==> src/rtl/fp_mul_seq_ctrl.sv <==
// fp_mul_seq_ctrl: sequential single-precision multiplier controller.
// Accepts operands over valid/ready, runs a shift-and-add mantissa loop of
// MAN_W+1 iterations, normalises and packs the product (truncating), and
// holds the result on a valid/ready output until it is taken.
module fp_mul_seq_ctrl #(
    parameter int EXP_W = 8,
    parameter int MAN_W = 23,
    parameter int BIAS  = 127
) (
    input  logic                 clk,
    input  logic                 rst,
    input  logic                 in_valid,
    output logic                 in_ready,
    input  logic [EXP_W+MAN_W:0] a,
    input  logic [EXP_W+MAN_W:0] b,
    output logic                 out_valid,
    input  logic                 out_ready,
    output logic [EXP_W+MAN_W:0] p,
    output logic                 overflow,
    output logic                 underflow,
    output logic                 invalid,
    output logic                 busy
);

    localparam int M  = MAN_W + 1;           // hidden-bit mantissa width
    localparam int EW = EXP_W + 2;           // signed working exponent width
    localparam int CW = $clog2(MAN_W + 2);   // iteration counter width
    localparam int TOP = EXP_W + MAN_W;      // sign bit index

    localparam logic signed [EW-1:0] EMAX = EW'((2 ** EXP_W) - 1);
    localparam logic [TOP:0] QNAN = {1'b0, {EXP_W{1'b1}}, 1'b1, {(MAN_W-1){1'b0}}};

    typedef enum logic [1:0] {
        S_IDLE = 2'd0,
        S_MUL  = 2'd1,
        S_NORM = 2'd2,
        S_DONE = 2'd3
    } state_t;

    state_t r_state;
    state_t w_next;

    // Operand unpack (combinational on the input port, used on accept)
    logic [EXP_W-1:0] w_ea, w_eb;
    logic [MAN_W-1:0] w_fa, w_fb;
    logic             w_a_zero, w_a_inf, w_a_nan;
    logic             w_b_zero, w_b_inf, w_b_nan;
    logic             w_nan_res, w_inf_res, w_zero_res, w_special;

    assign w_ea = a[TOP-1:MAN_W];
    assign w_eb = b[TOP-1:MAN_W];
    assign w_fa = a[MAN_W-1:0];
    assign w_fb = b[MAN_W-1:0];

    // Exponent 0 is zero (denormals flush); all-ones is inf or NaN by fraction.
    assign w_a_zero = (w_ea == '0);
    assign w_b_zero = (w_eb == '0);
    assign w_a_inf  = (&w_ea) & ~(|w_fa);
    assign w_b_inf  = (&w_eb) & ~(|w_fb);
    assign w_a_nan  = (&w_ea) &  (|w_fa);
    assign w_b_nan  = (&w_eb) &  (|w_fb);

    assign w_nan_res  = w_a_nan | w_b_nan | (w_a_inf & w_b_zero) | (w_b_inf & w_a_zero);
    assign w_inf_res  = ~w_nan_res & (w_a_inf | w_b_inf);
    assign w_zero_res = ~w_nan_res & ~w_inf_res & (w_a_zero | w_b_zero);
    assign w_special  = w_nan_res | w_inf_res | w_zero_res;

    // Working registers
    logic                 r_sign;
    logic signed [EW-1:0] r_exp;
    logic [M-1:0]         r_mcand;
    logic [M-1:0]         r_mplr;
    logic [2*M-1:0]       r_acc;
    logic [CW-1:0]        r_cnt;
    logic                 r_sp_nan, r_sp_inf, r_sp_zero;
    logic [TOP:0]         r_p;
    logic                 r_ovf, r_unf, r_inv;

    // One shift-and-add step: add into the upper half keeping the carry,
    // then the carry re-enters at the top as {carry, acc} shifts right.
    logic [M:0] w_sum;
    assign w_sum = {1'b0, r_acc[2*M-1:M]} + (r_mplr[0] ? {1'b0, r_mcand} : {(M+1){1'b0}});

    // Normalisation: a product in [2,4) has its leading one at the top bit.
    logic signed [EW-1:0] w_e_norm;
    logic [MAN_W-1:0]     w_frac;
    logic                 w_ovf, w_unf;

    assign w_e_norm = r_acc[2*M-1] ? (r_exp + EW'(1)) : r_exp;
    assign w_frac   = r_acc[2*M-1] ? r_acc[2*M-2:M] : r_acc[2*M-3:M-1];
    assign w_ovf    = ~w_e_norm[EW-1] & (w_e_norm >= EMAX);
    assign w_unf    = w_e_norm[EW-1] | (w_e_norm == '0);

    // State register
    always_ff @(posedge clk or posedge rst) begin
        if (rst) r_state <= S_IDLE;
        else     r_state <= w_next;
    end

    // Next-state logic
    always_comb begin
        w_next = r_state;
        case (r_state)
            S_IDLE: if (in_valid) w_next = w_special ? S_NORM : S_MUL;
            S_MUL:  if (r_cnt == CW'(MAN_W)) w_next = S_NORM;
            S_NORM: w_next = S_DONE;
            S_DONE: if (out_ready) w_next = S_IDLE;
            default: w_next = S_IDLE;
        endcase
    end

    // Handshake and status outputs decoded from state
    always_comb begin
        in_ready  = (r_state == S_IDLE);
        busy      = (r_state != S_IDLE);
        out_valid = (r_state == S_DONE);
    end

    // Datapath: operand latch, multiply loop, pack, flag hold/clear
    always_ff @(posedge clk or posedge rst) begin
        if (rst) begin
            r_sign    <= 1'b0;
            r_exp     <= '0;
            r_mcand   <= '0;
            r_mplr    <= '0;
            r_acc     <= '0;
            r_cnt     <= '0;
            r_sp_nan  <= 1'b0;
            r_sp_inf  <= 1'b0;
            r_sp_zero <= 1'b0;
            r_p       <= '0;
            r_ovf     <= 1'b0;
            r_unf     <= 1'b0;
            r_inv     <= 1'b0;
        end else begin
            case (r_state)
                S_IDLE: begin
                    if (in_valid) begin
                        r_sign    <= a[TOP] ^ b[TOP];
                        r_exp     <= EW'(w_ea) + EW'(w_eb) - EW'(BIAS);
                        r_mcand   <= {1'b1, w_fa};
                        r_mplr    <= {1'b1, w_fb};
                        r_acc     <= '0;
                        r_cnt     <= '0;
                        r_sp_nan  <= w_nan_res;
                        r_sp_inf  <= w_inf_res;
                        r_sp_zero <= w_zero_res;
                    end
                end
                S_MUL: begin
                    r_acc  <= {w_sum, r_acc[M-1:1]};
                    r_mplr <= r_mplr >> 1;
                    r_cnt  <= r_cnt + CW'(1);
                end
                S_NORM: begin
                    if (r_sp_nan) begin
                        r_p   <= QNAN;
                        r_inv <= 1'b1;
                    end else if (r_sp_inf) begin
                        r_p <= {r_sign, {EXP_W{1'b1}}, {MAN_W{1'b0}}};
                    end else if (r_sp_zero) begin
                        r_p <= {r_sign, {(EXP_W+MAN_W){1'b0}}};
                    end else if (w_ovf) begin
                        r_p   <= {r_sign, {EXP_W{1'b1}}, {MAN_W{1'b0}}};
                        r_ovf <= 1'b1;
                    end else if (w_unf) begin
                        r_p   <= {r_sign, {(EXP_W+MAN_W){1'b0}}};
                        r_unf <= 1'b1;
                    end else begin
                        r_p <= {r_sign, w_e_norm[EXP_W-1:0], w_frac};
                    end
                end
                S_DONE: begin
                    if (out_ready) begin
                        r_ovf <= 1'b0;
                        r_unf <= 1'b0;
                        r_inv <= 1'b0;
                    end
                end
                default: ;
            endcase
        end
    end

    assign p         = r_p;
    assign overflow  = r_ovf;
    assign underflow = r_unf;
    assign invalid   = r_inv;

endmodule

==> config.mk <==
export PLATFORM = sky130hd
export DESIGN_NAME = fp_mul_seq_ctrl
export DESIGN_NICKNAME = d
export VERILOG_FILES = /design/src/rtl/fp_mul_seq_ctrl.sv
export SDC_FILE = /design/constraint.sdc
export NUM_CORES = 1
export LEC_CHECK = 0
export ABC_AREA = 1
export ABC_CLOCK_PERIOD_IN_PS = 6200
export CAP_MARGIN = 25
export CORE_UTILIZATION = 55
export CTS_BUF_LIST = sky130_fd_sc_hd__clkbuf_8 sky130_fd_sc_hd__clkbuf_16
export DETAILED_ROUTE_END_ITERATION = 6
export HOLD_SLACK_MARGIN = 0.03
export PLACE_DENSITY = 0.85
export SYNTH_ARGS = -nofsm -noshare
export SYNTH_HDL_FRONTEND = slang
export SYNTH_SLANG_ARGS = --single-unit
==> constraint.sdc <==
create_clock -name clk -period 6.2 [get_ports clk]
set_input_delay 1.24 -clock clk [delete_from_list [all_inputs] [get_ports clk]]
set_output_delay 1.24 -clock clk [all_outputs]
set_load 0.01 [all_outputs]
**Word level (Yosys, flattened, before mapping)**

Index checks and enable logic that the tools add are counted.

- Bits in registers: 152
- Logic and storage cells: 108
- Output and inout bits: 38

- Equal/unequal tests: 14
- $lt $le $gt $ge: 1
- Add/subtract/negate cells: 5
- Muxes and demuxes: 33
- Bitwise gates (word level): 24
- Reduce and logical (&&, ||, !) cells: 17

Operators by type and width:

| operator | count |
|---|---|
| $mux W31 | 4 |
| $pmux W48 S2 | 1 |
| $mux W24 | 2 |
| $mux W48 | 1 |
| $pmux W24 S2 | 1 |
| $reduce_or A23 Y1 | 2 |
| $mux W32 | 1 |
| $add A24 B24 Y25 | 1 |
| $mux W23 | 1 |
| $ne A2 B2 Y1 const B | 9 |
| $logic_not A8 Y1 | 2 |
| $reduce_and A8 Y1 | 2 |
| $mux W1 | 11 |
| $add A10 B2 Y10 const B | 1 |
| $and A1 B1 Y1 | 10 |
| $ge A10 B9 Y1 const B | 1 |
| $logic_not A10 Y1 | 1 |
| $mux W10 | 1 |
| $pmux W5 S2 | 1 |
| $sub A9 B7 Y10 const B | 1 |
| $add A8 B8 Y9 | 1 |
| $mux W2 | 4 |
| $or A1 B1 Y1 | 8 |
| $pmux W2 S4 | 1 |
| 15 further kinds | 26 |

**Longest topological paths before layout**

Gate-level depths: netlist of the first run.

- Depth in word-level cells: 15
- Gate-level depth with buffers: 18
- Mapped depth without buffers: 16

**Least setup slack after synthesis of the first run**

OpenSTA, ideal clock, no wires.

- Path kind: in2reg
- Start point: input a[24]
- End point: register r_exp[7]
- Required time: 6.064 ns
- Path buffers: 0
- Setup slack: 3.235 ns
- Arrival: 2.829 ns
- Stages on the path: 10
- Setup time: 0.136 ns
- Cell sequence: ha_1 -> ha_1 -> fa_1 -> a21oi_1 -> o21ai_0 -> nand2_1 -> nand2_1 -> a21oi_1 -> xor2_1 -> o21ai_0

- Cells in the longest elaborated chain, start to end: 2

Ends and longest elaborated chain:

| what | RTL line | source |
|---|---|---|
| start, declared | 14 | `input logic [EXP_W+MAN_W:0] a,` |
| $add A8 B8 Y9 | 140 | `r_exp <= EW'(w_ea) + EW'(w_eb) - EW'(BIAS);` |
| $sub A9 B7 Y10 | 140 |  |
| end signal, assigned | 140 |  |
| end, declared | 70 | `logic signed [EW-1:0] r_exp;` |

No other way between the ends.
A chain may end at the register's enable or synchronous reset.

**Final worst setup path of the first run**

- Start point: register r_state[1]
- End point: register r_acc[30]

- Cells in the longest elaborated chain, start to end: 3
- Elaborated cells on any way between the ends: 6
- Those cells by class: eq/ne: 2; mux: 1; reduce/logical: 3

Ends and longest elaborated chain:

| what | RTL line | source |
|---|---|---|
| start, declared | 40 | `state_t r_state;` |
| start signal, assigned | 97 | `else r_state <= w_next;` |
| $eq A2 B1 Y1 / $logic_not A2 Y1 (equally long branches) | 136 | `case (r_state)` |
| $reduce_bool A2 Y1 (no source line) / $ne A2 B2 Y1 (equally long branches) | -- |  |
| $reduce_and A2 Y1 (no source line) | -- |  |
| end signal, assigned | 151 | `r_acc <= {w_sum, r_acc[M-1:1]};` |
| end, declared | 73 | `logic [2*M-1:0] r_acc;` |

Parallel ways exist; a longest one is shown, timed or not.

==> summary.md, run 1 <==
| Metric | Value |
|---|---|
| Status | complete, no violations |
| Final worst path period need | 3.93 ns |
| Post-DR vias/cell | 5.40 |
| WP data arrival | approximately 4.3 ns |
| Final Hold Viols | 0 |
| Syn nets | 1277 |
| Inst Count DP | approximately 1400 |
| Syn_area_per_cell | between 7 and 8 sq um |
| CP endpoint kind | register |
| Sequential fraction of the synthesis area | between 30% and 40% |
| First drt pass iteration count | 5 |
| DRT antenna net count | 0 |
| Die width | 124 um |
| Max_cap viols | 0 |
| Bufs and invs on worst path | 3 |
| First-pass GRT wire length | roughly 33000 um |
| Final instance count without filler cells | roughly 1500 |
| CP Cell Sequence | inv_1 -> ha_1 -> clkinv_1 -> nor2_2 -> inv_1 -> a21oi_1 -> o21ai_0 -> nand2_1 |
| Crit-path slowest cell | clkinv_1 |
| Final Cycle Share | a little over three fifths |
| Vias in the first global route | around 7000 |
| H-tree level count | 4 |
| Crit path kind | register to register |
| Worst-Skew Late Latency | around 0.43 ns |
| Routed via count | 7830 |
| Starting Density | a little under three fifths |
| Routed wire length | 19700 um |
| Layout cell share with drive strength beyond 1 | between 5 and 6% |
| IO Count | approximately 110 |
| Final Setup Violations | 0 |
| Worst EP required | between 6 and 7 ns |
| CP most frequent cell | inv_1 |
| Setup Skew | 0.00745 ns |
| Startpoint Class | register |
| Top cell type by total area after synthesis | dfrtp_1 |
| CP max FO | 27 |
| Final HPWL DP | 14600 um |
| Fill count | between 1000 and 1500 |
| CTS Hold Bufs | 0 |
| Unrepaired setup endpoints after global routing | false |
| Core Util, Final | between 60% and 70% |
| Slew Limit Headroom | 32.8% |
| Setup WS pre-CTS | roughly 2.3 ns |
| DRC | 0 |
| Final Wtd Congestion | roughly 0.91 |
| Design Area, Final | just under 0.01 sq mm |
| Max incr delay on CP | 0.90 ns |
| Clock Sinks | between 100 and 150 |
| Share of the synthesized area in the top cell type | between 30% and 40% |
| Total grt overflow | 0 |
| Diodes inserted | 0 |
| Nets@finish | between 1000 and 1500 |
| CTS tree | yes |
| Clk root buf | clkbuf_16 |
| Max Root-Sink Buffers | 2 |
| Dpl cell area | 0.00931 sq mm |
| Total power | 4.97 mW |
| Detailed router's first-iteration violation count | 580 |
| Setup slack after layout | 2.27 ns |
| Delay-heaviest family, CP | buffers and inverters |
| Area occupied by multi-input gates | about 0.0043 sq mm |
| Pin count of the biggest net entering global routing | 85 |
| Pwr Density | approximately 500 mW/mm^2 |
| CTS Buf Count | 17 |
| Yosys warns | 0 |
| Die Span Y | ~120 um |
| CTS clk-pin slew, worst paths | ~0.060 ns |
| TNS Setup | 0 ns |
| Gates resized, CTS repair | 0 |
| Leakage power | ~5.0 nW |
| PortBufs | about 110 |
| Sequential cell area | between 0.003 and 0.004 sq mm |
| Count of pins over their slew limit | 0 |
| Main area contributors after synthesis | dfrtp_1, nand2_1, nor2_1 |
| Post-CTS setup buffer count | 0 |
| Synth Instances | roughly 1200 |
| Total global-route track usage | a little over a quarter |
| Routed length per instance | between 10 and 15 um |
| Synthesis-to-finish area growth | 21.8% |
| Row count | 44 |
| Core outline area | roughly 0.014 sq mm |
| Initial antenna violation count | 0 |
| Worst vdd ir | ~0.00032 V |
| Synth cell types | 38 |
| Die Area | between 0.015 and 0.02 sq mm |
| Min-delay worst type | register to register |
| Synth Cell Area | 0.00816 sq mm |
| FF+latch count, synth | ~130 |
| Max Clk Rate | about 250 MHz |
| Hold slack | 0.480 ns |
| Worst-margin pin slew | slightly above 1 ns |
==> per-layer routing <==
metal / part of all wire, % / GRT usage (%) / routed length, um / up-vias
li1: - / - / - / 3943
met1: 47 / 38.9 / 9220 / 3575
met2: 45 / 42.4 / 8920 / 280
met3: 6.3 / 4.17 / 1250 / 32
met4: 1.7 / 10.2 / 345 / 0
met5: 0 / 0 / 0 / -
==> cell type report <==
cell class / instances / share of cell area [%]
Timing Repair Buffer: 109 / 11.1
Clock buffer: 20 / 4.70
Multi-Input combinational cell: 866 / 43.1
Inverter: 131 / 4.97
Clock inverter: 12 / 1.34
Tap cell: 184 / 2.32
Sequential cell: 129 / 32.5
==> report_power, final <==
part,internal [mW],switching (mW),leakage [nW]
registers,1.22,0.309,1.59
clock network,0.623,0.383,0.288
logic,0.932,1.50,3.11
total,2.77,2.20,4.99
==> synthesized netlist by cell type, drive strengths merged <==
master  instances
a211oi          1
a21oi          53
a22o            3
a31oi          26
a32o            2
buf             8
clkbuf         28
clkinv          3
dfrtp         129
fa              2
ha             45
inv           128
nand2         343
nand3          42
nand3b          4
nand4          19
nor2          191
nor3            8
nor4            1
o21a            1
o21ai         109
o21bai          2
o221ai          1
o22ai           3
o31ai           1
or2             7
xnor2           1
xor2            1
==> flip-flops by register name, indices dropped and copies added, names as in the netlist <==
signal	count
p	32
r_acc	25
r_mcand	24
r_mplr	24
r_exp	10
r_cnt	5
r_state	2
invalid	1
overflow	1
r_sign	1
r_sp_inf	1
r_sp_nan	1
r_sp_zero	1
underflow	1
==> final timing paths <==
path | cells after the start | slack (ns) | to | startpoint
setup / recovery | 8 | 2.27 | r_acc[30] | r_state[1]
hold / removal | 2 | 0.48 | r_mcand[9] | r_mcand[9]
setup reg to reg | 8 | 2.27 | r_acc[30] | r_state[1]
hold reg to reg | 2 | 0.48 | r_mcand[9] | r_mcand[9]
max in group asynchronous | 4 | 3.88 | r_mcand[8] | rst
min in group asynchronous | 2 | 1.09 | underflow | rst
==> cell usage in the layout, fill, tap and decap left out, types with 4 or more instances in the layout <==
master / count
a21oi_1: 53
a31oi_1: 26
clkbuf_16: 17
clkdlybuf4s50_1: 105
dfrtp_1: 129
ha_1: 45
inv_1: 125
nand2_1: 336
nand2_2: 5
nand3_1: 41
nand3b_1: 4
nand4_1: 19
nor2_1: 185
nor3_1: 8
o21ai_0: 93
o21ai_1: 4
o21ai_2: 11
or2_2: 7
==> worst reg2reg max path, delay by kind of cell (launching register included) <==
kind	cells	cell delay, ns
AOI/OAI and AO/OA	2	0.32
adders and majority gates	1	0.78
buffers and inverters	3	1.43
DFF	1	0.40
and+or+nand+nor	2	0.93
==> logic make-up (layout without fill, tap and decap cells) <==
group | after synthesis | count (layout) | synth area share (%)
fa+ha+maj | 47 | 47 | 7.39
xor+xnor | 2 | 2 | 0.215
buf+inv | 167 | 272 | 8.05
flops | 129 | 129 | 39.6
simple gates | 615 | 615 | 30.9
compound gates | 202 | 202 | 13.8
(Power assumes the default switching activity.)
==> run 2: changes to the inputs <==
--- a/config.mk
+++ b/config.mk
@@ -6,13 +6,13 @@
 export NUM_CORES = 1
 export LEC_CHECK = 0
 export ABC_AREA = 1
-export ABC_CLOCK_PERIOD_IN_PS = 6200
+export ABC_CLOCK_PERIOD_IN_PS = 3500
 export CAP_MARGIN = 25
-export CORE_UTILIZATION = 55
+export CORE_UTILIZATION = 51
 export CTS_BUF_LIST = sky130_fd_sc_hd__clkbuf_8 sky130_fd_sc_hd__clkbuf_16
 export DETAILED_ROUTE_END_ITERATION = 6
 export HOLD_SLACK_MARGIN = 0.03
-export PLACE_DENSITY = 0.85
+export PLACE_DENSITY = 0.83
 export SYNTH_ARGS = -nofsm -noshare
 export SYNTH_HDL_FRONTEND = slang
 export SYNTH_SLANG_ARGS = --single-unit
==> constraint.sdc (replaced) <==
create_clock -name clk -period 3.5 [get_ports clk]
set_input_delay 0.7 -clock clk [delete_from_list [all_inputs] [get_ports clk]]
set_output_delay 0.7 -clock clk [all_outputs]
set_load 0.01 [all_outputs]
==> summary.md, run 2 (synthesized netlist as in run 1, its figures left out) <==
| Metric | Value |
|---|---|
| Vias in the first global route | 7038 |
| Die Area | between 0.015 and 0.02 sq mm |
| CTS tree | yes |
| Crit path kind | register to register |
| Total power | 9.14 mW |
| H-tree level count | 4 |
| Clock Sinks | 129 |
| Final worst path period need | between 2 and 3 ns |
| Nets@finish | around 1400 |
| Status | complete, no violations |
| Final Hold Viols | 0 |
| Diodes inserted | 0 |
| Worst Hold Launch | r_mcand[23] |
| Pwr Density | about 900 mW/mm^2 |
| Pin count of the biggest net entering global routing | 52 |
| Slew Limit Headroom | approximately 47% |
| Post-DR vias/cell | 5.20 |
| Max Clk Rate | 371 MHz |
| CP max FO | 27 |
| Unrepaired setup endpoints after global routing | false |
| PortBufs | 105 |
| Final Wtd Congestion | 0.927 |
| Dpl cell area | ~0.0094 sq mm |
| Worst EP required | between 3 and 4 ns |
| Max_cap viols | 0 |
| Gates resized, CTS repair | 0 |
| Largest register FFs | 32 |
| TNS Setup | 0 ns |
| CTS Buf Count | 17 |
| Flop2flop setup slack | 0.80 ns |
| Starting Density | 52.9% |
| Routed via count | between 7000 and 8000 |
| Setup WS pre-CTS | 0.440 ns |
| Worst r2r src | r_state[0] |
| Die width | ~130 um |
| Commonest cells after routing, fill and taps aside | nand2_1, nor2_1, dfrtp_1, inv_1, clkdlybuf4s50_1 |
| Final Cycle Share | 77.0% |
| Row count | between 40 and 50 |
| Worst-margin pin slew | between 0.7 and 0.8 ns |
| Final HPWL DP | 14500 um |
| CP endpoint kind | register |
| Total global-route track usage | 25.3% |
| Setup slack after layout | 0.803 ns |
| Worst-Skew Late Latency | approximately 0.42 ns |
| First drt pass iteration count | 5 |
| Most common cell after layout, fill and taps aside | nand2_1 |
| Design Area, Final | between 0.01 and 0.015 sq mm |
| Hold EP | r_mcand[23] |
| Die Span Y | approximately 130 um |
| Startpoint Class | register |
| Final instance count without filler cells | 1486 |
| Layout cell share with drive strength beyond 1 | 6.27% |
| Max Root-Sink Buffers | 2 |
| Detailed router's first-iteration violation count | roughly 740 |
| First-pass GRT wire length | ~33000 um |
| CTS Hold Bufs | 0 |
| Final Setup Violations | 0 |
| IO Count | ~110 |
| DRT antenna net count | 0 |
| Inst Count DP | ~1500 |
| Worst r2r dst | p[29] |
| CTS clk-pin slew, worst paths | 0.06 ns |
| Min-delay worst type | register to register |
| Total grt overflow | 0 |
| Routed length per instance | about 13 um |
| Leakage power | roughly 5.1 nW |
| Routed wire length | 19500 um |
| Clk root buf | clkbuf_16 |
| Setup Skew | 0.00746 ns |
| Worst hold stages | 1 |
| DRC | 0 |
| Worst Reg-to-Reg Cells | 8 |
| Core outline area | 0.0154 sq mm |
| Worst vdd ir | roughly 0.00043 V |
| Count of pins over their slew limit | 0 |
| WP data arrival | between 2 and 3 ns |
| Post-CTS setup buffer count | 0 |
| Initial antenna violation count | 0 |
| Synthesis-to-finish area growth | 24.3% |
[run 2: changes by cell type in the layout (fill, tap and decap cells not counted)]
cell / before / now
buf_4: 3 / 10
bufinv_16: 2 / 6
clkinv_2: 3 / 0
buf_12: 0 / 2
clkinvlp_4: 3 / 1
buf_16: 1 / 0
clkbuf_8: 3 / 4
clkinv_4: 3 / 4
inv_4: 1 / 0
[run 2: layer usage]
layer  track usage, %  part of all wire, %  vias to the layer above
met5                0                    0                        -
met2             39.2                   44                      215
met4             8.51                  1.9                        0
met1             35.9                   47                     3524
li1                 -                    -                     3958
met3             4.24                  6.6                       29
[run 2: worst max-delay path, cell delays in order (launching register included)]
cell and delay [ns]:
dfrtp_1 0.41, inv_1 0.09, ha_1 0.47, clkinv_1 0.12
buf_4 0.24, nor2_1 0.49, inv_1 0.12, nor2_1 0.45
a21oi_1 0.15
[run 2: final cells by class]
class                   instances  area, sq um
well taps                     211          264
inverters                     131          495
fillers                      1321         5290
clock inverters                11          224
multi-input cells             866         4280
flip-flops and latches        129         3230
clock buffers                  21          480
repair buffers                117         1170
[run 2: how the worst max path moves through the flow]
stage | from | end
floorplan | a[24] | r_exp[7]
global placement | a[24] | r_exp[7]
detailed placement | a[24] | r_exp[7]
CTS | r_state[0] | p[29]
global route | r_state[0] | p[28]
finish | r_state[0] | p[29]
[run 2: metrics by stage]
step / hold slack [ns] / util, %
global route: 0.490 / 65.7
global placement: 0.457 / 61.2
finish: 0.472 / 65.7
CTS: 0.470 / 65.7
detailed placement: 0.456 / 61.2
floorplan: 0.440 / -
[run 2: power breakdown]
part	leakage (nW)	switching, mW	internal (mW)
logic	3.15	2.71	1.69
registers	1.59	0.497	2.16
clock network	0.344	0.671	1.42
total	5.08	3.88	5.26
==> run 3: changes to the inputs <==
--- a/config.mk
+++ b/config.mk
@@ -6,7 +6,7 @@
 export NUM_CORES = 1
 export LEC_CHECK = 0
 export ABC_AREA = 1
-export ABC_CLOCK_PERIOD_IN_PS = 3500
+export ABC_CLOCK_PERIOD_IN_PS = 2200
 export CAP_MARGIN = 25
 export CORE_UTILIZATION = 51
 export CTS_BUF_LIST = sky130_fd_sc_hd__clkbuf_8 sky130_fd_sc_hd__clkbuf_16
==> constraint.sdc (replaced) <==
create_clock -name clk -period 2.2 [get_ports clk]
set_input_delay 0.44 -clock clk [delete_from_list [all_inputs] [get_ports clk]]
set_output_delay 0.44 -clock clk [all_outputs]
set_load 0.01 [all_outputs]
==> summary.md, run 3 (synthesized netlist as in run 1, its figures left out) <==
| Metric | Value |
|---|---|
| Core Util, Final | between 70 and 80% |
| DRT antenna net count | 0 |
| DRC | 0 |
| Starting Density | a little over half |
| Flop2flop setup slack | -0.11 ns |
| Final worst path period need | about 2.3 ns |
| Vias in the first global route | around 7800 |
| Clk root buf | clkbuf_16 |
| Worst EP required | approximately 2.5 ns |
| Most common cell after layout, fill and taps aside | nand2_1 |
| Hold slack | roughly 0.42 ns |
| TNS Setup | -0.635 ns |
| Total power | 17.4 mW |
| Pwr Density | ~1500 mW/mm^2 |
| Worst Reg-to-Reg Cells | 15 |
| CTS Hold Bufs | 0 |
| CTS Buf Count | 17 |
| Status | finished with violations |
| PortBufs | roughly 110 |
| CTS tree | yes |
| IO Count | about 110 |
| Leakage power | about 5.6 nW |
| Synthesis-to-finish area growth | 43.0% |
| Slew Limit Headroom | roughly 63% |
| Final Hold Viols | 0 |
| Max_cap viols | 0 |
| Max Clk Rate | 433 MHz |
| Max Root-Sink Buffers | 2 |
| Final Wtd Congestion | roughly 0.91 |
| Initial antenna violation count | 0 |
| Die Area | around 0.017 sq mm |
| Fill count | between 1000 and 1500 |
| Diodes inserted | 0 |
| Post-DR vias/cell | ~5.5 |
| Die Span Y | 128 um |
| First drt pass iteration count | 6 |
| H-tree level count | 4 |
| Clock Sinks | between 100 and 150 |
| Unrepaired setup endpoints after global routing | true |
| Startpoint Class | register |
| Nets@finish | 1470 |
| Routed via count | approximately 8700 |
| Core outline area | 0.0154 sq mm |
| Worst r2r src | r_mplr[0] |
| WP data arrival | 2.62 ns |
| Setup slack after layout | -0.109 ns |
| Die width | between 100 and 150 um |
| Total global-route track usage | between 20 and 30% |
| Final Setup Violations | 10 |
| Commonest cells after routing, fill and taps aside | nand2_1, nor2_1, dfrtp_1, inv_1, clkdlybuf4s50_1 |
| First-pass GRT wire length | 36500 um |
| Setup Skew | a little under 0.007 ns |
| Row count | between 40 and 50 |
| CTS clk-pin slew, worst paths | about 0.060 ns |
| Setup WS pre-CTS | -0.573 ns |
| Routed length per instance | roughly 16 um |
| CP endpoint kind | register |
| Worst vdd ir | approximately 0.00066 V |
| Final Cycle Share | 105% |
| Min-delay worst type | primary input to asynchronous set/reset pin |
| Routed wire length | 25100 um |
| Count of pins over their slew limit | 0 |
| Final HPWL DP | 16100 um |
| Layout cell share with drive strength beyond 1 | about a quarter |
| Pin count of the biggest net entering global routing | between 50 and 60 |
| Worst r2r dst | r_acc[38] |
| Largest register FFs | 32 |
| Worst-Skew Late Latency | ~0.43 ns |
| Detailed router's first-iteration violation count | 763 |
| Worst-margin pin slew | ~0.55 ns |
| Crit path kind | register to register |
| Failing checks | negative setup slack |
| CP max FO | 8 |
| Total grt overflow | 0 |
run 3: cell types whose count changed in the layout (fill, tap and decap cells not counted), sizes merged:
cell           change
buf               +90
bufinv             -3
clkdlybuf4s50      -4
clkinv             -2
clkinvlp           +6
dlygate4sd2        +3
dlymetal6s2s       +1
inv                +1
nor2               +1
run 3: repair_timing:
item | CTS | global route
resized for setup | 31 | 191
pin swaps | 5 | 55
setup buffers | 2 | 15
endpoints found under the hold margin | 0 | 0
endpoints found under the setup margin | 25 | 46
cloned | 0 | 3
run 3: power breakdown:
group,internal (mW),total [mW],switching [mW]
Combinational,4.40,10.1,5.73
Sequential,3.44,4.38,0.946
Clock,1.84,2.92,1.09
run 3: final cells by class:
cell class / count / area [sq um] / share of cell area (%)
Tap cell: 211 / 264 / 2.26
Clock inverter: 13 / 161 / 1.38
Clock buffer: 19 / 453 / 3.88
Sequential cell: 129 / 3230 / 27.7
Multi-Input combinational cell: 867 / 5100 / 43.7
Timing Repair Buffer: 209 / 1960 / 16.8
Inverter: 131 / 500 / 4.29
run 3: worst max path at each step:
stage / start / endpoint / slack [ns] / cells past startpoint
after floorplan: r_mplr[0] / r_acc[35] / 0.02 / 14
after global placement: a[24] / r_exp[7] / -0.48 / 11
after detailed placement: a[24] / r_exp[7] / -0.57 / 11
after CTS: r_mplr[0] / r_acc[33] / -0.005 / 13
after global routing: r_mplr[0] / r_acc[40] / -0.19 / 15
final: r_mplr[0] / r_acc[38] / -0.11 / 15
run 3: worst max-delay path: stages (launching register included):
cell	delay (ns)
dfrtp_2	0.51
buf_6	0.16
nand2_1	0.06
inv_2	0.06
ha_4	0.29
nand2_2	0.07
buf_4	0.14
nor2_2	0.14
nand2_1	0.11
nand2_2	0.13
nand2_2	0.07
nand2_2	0.09
buf_6	0.11
a21oi_2	0.06
o21ai_1	0.11
nand2_1	0.08
run 3: through the flow:
stage | std cells | area (sq um)
after floorplan | 1162 | 8160
after global placement | 1527 | 10000
after detailed placement | 1527 | 10000
after CTS | 1561 | 10800
after global routing | 1579 | 11700
final | 1579 | 11700
run 3: metal layers:
layer / global-route usage (%) / vias up / wire length [um]
met5: 0 / - / 0
met4: 9.27 / 0 / 653
met3: 5.16 / 64 / 1860
met2: 45.0 / 415 / 12200
met1: 38.5 / 4105 / 10300
li1: - / 4140 / -
